===== config.mk =====
export PLATFORM = sky130hd
export DESIGN_NAME = mem_arbiter
export DESIGN_NICKNAME = d
export VERILOG_FILES = /design/src/rtl/mem_arbiter.sv
export SDC_FILE = /design/constraint.sdc
export NUM_CORES = 1
export LEC_CHECK = 0
export CAP_MARGIN = 10
export CORE_MARGIN = 5
export CORE_UTILIZATION = 38
export CTS_CLUSTER_DIAMETER = 30
export DETAILED_ROUTE_END_ITERATION = 12
export PLACE_DENSITY = 0.77
export SLEW_MARGIN = 20
export SYNTH_ARGS = -nofsm -noshare
export SYNTH_HDL_FRONTEND = slang
export SYNTH_SLANG_ARGS = --single-unit

===== constraint.sdc =====
create_clock -name clk -period 1.55 [get_ports clk]
set_clock_uncertainty 0.05 [all_clocks]
set_input_delay 0.31 -clock clk [delete_from_list [all_inputs] [get_ports clk]]
set_output_delay 0.31 -clock clk [all_outputs]
set_load 0.005 [all_outputs]

===== src/rtl/mem_arbiter.sv =====
// Two-port arbiter for the LC-3 single synchronous memory port: CPU has priority,
// a starvation counter guarantees DMA forward progress.
//
// state | meaning
// IDLE  | sample requests, grant and latch the winning request
// ISSUE | mem_en strobe for exactly one cycle
// WAIT  | MEM_LAT cycles of read latency, capture read data on the last one
// DONE  | one-cycle ready pulse to the owner
module mem_arbiter #(
   parameter int MEM_LAT    = 1,
   parameter int STARVE_MAX = 4
) (
   input  logic        clk,
   input  logic        reset,
   input  logic        cpu_req,
   input  logic        cpu_we,
   input  logic [15:0] cpu_addr,
   input  logic [15:0] cpu_wdata,
   output logic        cpu_ready,
   output logic [15:0] cpu_rdata,
   input  logic        dma_req,
   input  logic        dma_we,
   input  logic [15:0] dma_addr,
   input  logic [15:0] dma_wdata,
   output logic        dma_ready,
   output logic [15:0] dma_rdata,
   output logic        mem_en,
   output logic        mem_we,
   output logic [15:0] mem_addr,
   output logic [15:0] mem_wdata,
   input  logic [15:0] mem_rdata,
   output logic        busy,
   output logic        owner
);

   typedef enum logic [1:0] {S_IDLE, S_ISSUE, S_WAIT, S_DONE} state_t;

   localparam logic [2:0] LAT_LOAD   = 3'(MEM_LAT - 1);
   localparam logic [3:0] STARVE_LIM = 4'(STARVE_MAX);

   state_t      state_q, state_d;
   logic [2:0]  wait_q, wait_d;
   logic [3:0]  starve_q, starve_d;
   logic        owner_q, owner_d;
   logic        we_q, we_d;
   logic [15:0] addr_q, addr_d;
   logic [15:0] wdata_q, wdata_d;
   logic [15:0] cpu_rdata_q, cpu_rdata_d;
   logic [15:0] dma_rdata_q, dma_rdata_d;
   logic        grant_dma;

   always_ff @(posedge clk) begin
      if (reset) begin
         state_q     <= S_IDLE;
         wait_q      <= 3'd0;
         starve_q    <= 4'd0;
         owner_q     <= 1'b0;
         we_q        <= 1'b0;
         addr_q      <= 16'h0000;
         wdata_q     <= 16'h0000;
         cpu_rdata_q <= 16'h0000;
         dma_rdata_q <= 16'h0000;
      end else begin
         state_q     <= state_d;
         wait_q      <= wait_d;
         starve_q    <= starve_d;
         owner_q     <= owner_d;
         we_q        <= we_d;
         addr_q      <= addr_d;
         wdata_q     <= wdata_d;
         cpu_rdata_q <= cpu_rdata_d;
         dma_rdata_q <= dma_rdata_d;
      end
   end

   always_comb begin
      state_d     = state_q;
      wait_d      = wait_q;
      starve_d    = starve_q;
      owner_d     = owner_q;
      we_d        = we_q;
      addr_d      = addr_q;
      wdata_d     = wdata_q;
      cpu_rdata_d = cpu_rdata_q;
      dma_rdata_d = dma_rdata_q;
      grant_dma   = 1'b0;
      case (state_q)
         S_IDLE: begin
            if (cpu_req || dma_req) begin
               // DMA only beats a waiting CPU once it has lost STARVE_MAX times in a row
               grant_dma = dma_req && (!cpu_req || (starve_q == STARVE_LIM));
               owner_d   = grant_dma;
               we_d      = grant_dma ? dma_we    : cpu_we;
               addr_d    = grant_dma ? dma_addr  : cpu_addr;
               wdata_d   = grant_dma ? dma_wdata : cpu_wdata;
               state_d   = S_ISSUE;
               if (grant_dma) begin
                  starve_d = 4'd0;
               end else if (dma_req && (starve_q != STARVE_LIM)) begin
                  starve_d = starve_q + 4'd1;
               end
            end
         end
         S_ISSUE: begin
            wait_d  = LAT_LOAD;
            state_d = S_WAIT;
         end
         S_WAIT: begin
            if (wait_q == 3'd0) begin
               state_d = S_DONE;
               if (!we_q) begin
                  if (owner_q) begin
                     dma_rdata_d = mem_rdata;
                  end else begin
                     cpu_rdata_d = mem_rdata;
                  end
               end
            end else begin
               wait_d = wait_q - 3'd1;
            end
         end
         S_DONE: begin
            state_d = S_IDLE;
         end
         default: begin
            state_d = S_IDLE;
         end
      endcase
   end

   assign mem_en    = (state_q == S_ISSUE);
   assign mem_we    = we_q;
   assign mem_addr  = addr_q;
   assign mem_wdata = wdata_q;
   assign cpu_ready = (state_q == S_DONE) && !owner_q;
   assign dma_ready = (state_q == S_DONE) &&  owner_q;
   assign cpu_rdata = cpu_rdata_q;
   assign dma_rdata = dma_rdata_q;
   assign busy      = (state_q != S_IDLE);
   assign owner     = owner_q;

endmodule


==> results by group <==
Floorplan
  • Area of the die: 0.01102 mm^2
  • Row cnt: 34
  • Core box area: 0.008763 mm^2
  • Overall die height: 105.0 um
  • Die width: 105.0 um
  • Ports: 156
  • Starting Density: 39.11%

STA
  • Slew headroom: 72.65%
  • RSZ-0062 raised after global routing: yes
  • Hold Fails Final Rpt: 0
  • Post-route minimum period: 1642 ps
  • Max-slew violation count: 0
  • Hold WS: 373.5 ps
  • Final setup fails: 41
  • Worst-margin pin slew: 410.3 ps
  • Period utilisation layout: 105.9%
  • Final setup margin: -91.72 ps
  • Peak Freq: 609.1 MHz

Critical path
  • R2r worst-path depth: 8
  • Worst path depth: 8
  • Critical Path RT: 1750 ps
  • Reg-to-reg critical path startpoint: state_q[1]
  • Maximum fanout along the worst path: 10
  • CP startpoint kind: flop
  • Crit-path max cell delay: 350 ps
  • Critical path arrival: 1840 ps
  • Crit-path cells: buf_6, inv_6, ha_4, buf_12, o21a_4, buf_12, nor2_1, a311oi_2
  • Critical path class: reg -> reg
  • CP delay by family, top: compound AO/OA/AOI/OAI gates
  • Critical R2R Capture: mem_addr[7]
  • Worst path slowest cell: dfxtp_4
  • Buf/Inv on CP: 4
  • Worst R2R Setup Slack: -90 ps
  • CP endpoint kind: flop
  • Cell mode on critical path: buf_12

Clock tree
  • Clock Sinks: 75
  • TritonCTS buffer count: 9
  • Clock Tree Buf Depth: 2
  • Clk root buf: clkbuf_8
  • Clock Pin Slew Worst Setup and Hold Paths: 90 ps
  • H-tree depth: 3
  • CTS tree: done
  • Worst skew pair latency: 350 ps

Layout
  • Area Growth Syn to Fin: 79.34%
  • Commonest non-fill, non-tap cell in the layout: clkdlybuf4s50_1
  • Fin cells: 694
  • Fraction of layout cells with a size suffix above 1: 28.33%
  • Nets@finish: 675
  • Most frequent cells in the layout: clkdlybuf4s50_1, nand2_1, dlygate4sd2_1
  • Core Util, Final: 70.13%
  • Antenna cell count: 0

Power
  • Clk network pwr share: 20.4%
  • Lkg Pwr: 2.609 nW
  • Net Switching: 0.002845 W
  • Peak supply drop: 730.3 uV
  • PwrDens: 1375 mW/mm^2
  • Sequential power share: 31.4%
  • Comb power frac: 48.2%
  • Internal: 0.005604 W
  • Switching Fraction: 33.67%

GRT
  • Tot GR Track Use: 21.45%
  • First-pass GRT wire length: 19540 um
  • Gr ovfl total: 0
  • Vias in the first global route: 3986
  • Largest net degree at the start of global routing: 76
  • Number of antenna violations at the first check in global routing: 0

Synth
  • Synthesized area: 0.003427 mm^2
  • FF+latch count, synth: 75
  • Synth Flop Type: dfxtp_1
  • Synth area leaders: dfxtp_1, a311oi_1, nand2_1
  • Mean Syn Cell Area: 8.379 um^2
  • Sequential area share after synthesis: 43.81%
  • Synth Warn #: 0
  • Mapped Cells: 409
  • Distinct cells, synth: 37
  • Post-synth ARST share: 0%
  • Post-Syn Nets: 503
  • EDFF count, synth: 0
  • Area leader, netlist: dfxtp_1
  • Share of the synthesized area in the top cell type: 43.81%

Detailed routing
  • DR vias/cell: 5.581
  • Via count: 3873
  • Drt first-iter violations: 170
  • DR pass1 iterations: 4
  • Antenna Violating Nets Remaining: 0
  • DRT Wirelength: 12950 um
  • Drt drc: 0
  • Drt wl/cell: 18.65 um

Min path
  • Hold depth: 3
  • Hold endpoint: starve_q[0]
  • Min-delay worst type: in -> reg
  • Hold wc startpoint: cpu_req

Placed design
  • Placed Cells incl. Taps: 656
  • Hpwl dp: 8050 um
  • Port Buffers: 155
  • GP Congestion: 0.8618
  • Worst slack, placed: -368.2 ps

Status
  • Failing checks: negative setup slack
  • Status: finished, violations left

Job
  • Maxcap violations: 0
## kinds of logic after synthesis
group,share of synthesized area (%)
AND/OR/NAND/NOR,21.28
AO/OA/AOI/OAI,23.51
flip-flops,43.81
buffers and inverters,7.959
adder cells (fa/ha/maj),2.921
XOR/XNOR,0.5112
## through the flow
step / total power [W] / setup TNS (ps) / cell area, um^2
finish: 0.008449 / -1675 / 6146
global route: 0.008893 / -4573 / 6146
CTS: 0.007969 / -973.0 / 5802
detailed placement: 0.005487 / -12890 / 5206
global placement: 0.005406 / -10680 / 5206
floorplan: 0.003879 / 0 / 3430
## what timing repair did
| item | CTS | global route |
|---|---|---|
| resized for setup | 141 | 63 |
| hold buffers | 0 | 0 |
| pin swaps | 13 | 19 |
| endpoints found under the setup margin | 116 | 90 |
| gates cloned | 4 | 5 |
| buffers inserted | 8 | 6 |
## synthesized netlist by cell type, types with 3 or more instances
library cell,n
dfxtp_1,75
nand2_1,68
a21oi_1,36
nand3_1,36
nor2_1,35
a311oi_1,33
o211ai_1,33
buf_2,18
clkbuf_1,10
ha_1,8
inv_1,8
buf_4,5
buf_6,5
nand2b_1,5
a211oi_1,4
o21ai_0,4
and2_1,3
## layout make-up
| type | count | area, um^2 |
|---|---|---|
| tap | 108 | 135.1 |
| clock buffer | 10 | 137.6 |
| inverter | 9 | 40.04 |
| fill | 680 | 2618 |
| clock inverter | 6 | 87.58 |
| sequential | 75 | 1540 |
| timing repair buffer | 202 | 2181 |
| multi-input combinational | 284 | 2024 |
## metal layers
metal,wire length [um],track usage [%]
met3,1248,9.125
met4,325,6.849
met1,5064,25.35
met5,0,0
met2,6307,35.16
## power groups by stage
stage          clock, W  combinational [W]  sequential (W)
3_5_place_dp          0            0.00285         0.00264
5_1_grt         0.00183            0.00436         0.00270
3_3_place_gp          0            0.00279         0.00262
2_1_floorplan         0            0.00123         0.00265
4_1_cts         0.00174            0.00362         0.00261
6_report        0.00172            0.00407         0.00265
## worst max path at each step
stage	start	end	slack, ps
CTS	state_q[1]	cpu_ready	-100
global route	state_q[1]	mem_wdata[11]	-170
finish	state_q[1]	mem_addr[7]	-90
detailed placement	cpu_req	mem_wdata[9]	-370
global placement	cpu_req	mem_addr[5]	-290
floorplan	state_q[0]	dma_rdata[10]	20
## worst reg2reg max path: cells and delay by family, from the launching register on
family / cells / cell delay, ps
compound gates: 2 / 480
fa+ha+maj: 1 / 150
buf+inv: 4 / 450
flops: 1 / 350
simple gates: 1 / 60
## flip-flops by register name (all words and copies together), names as in the netlist
name	count
mem_wdata	16
wait_q	3
dma_rdata	16
state_q	2
starve_q	4
mem_addr	16
cpu_rdata	16
owner	1
mem_we	1
(Power assumes the default switching activity.)
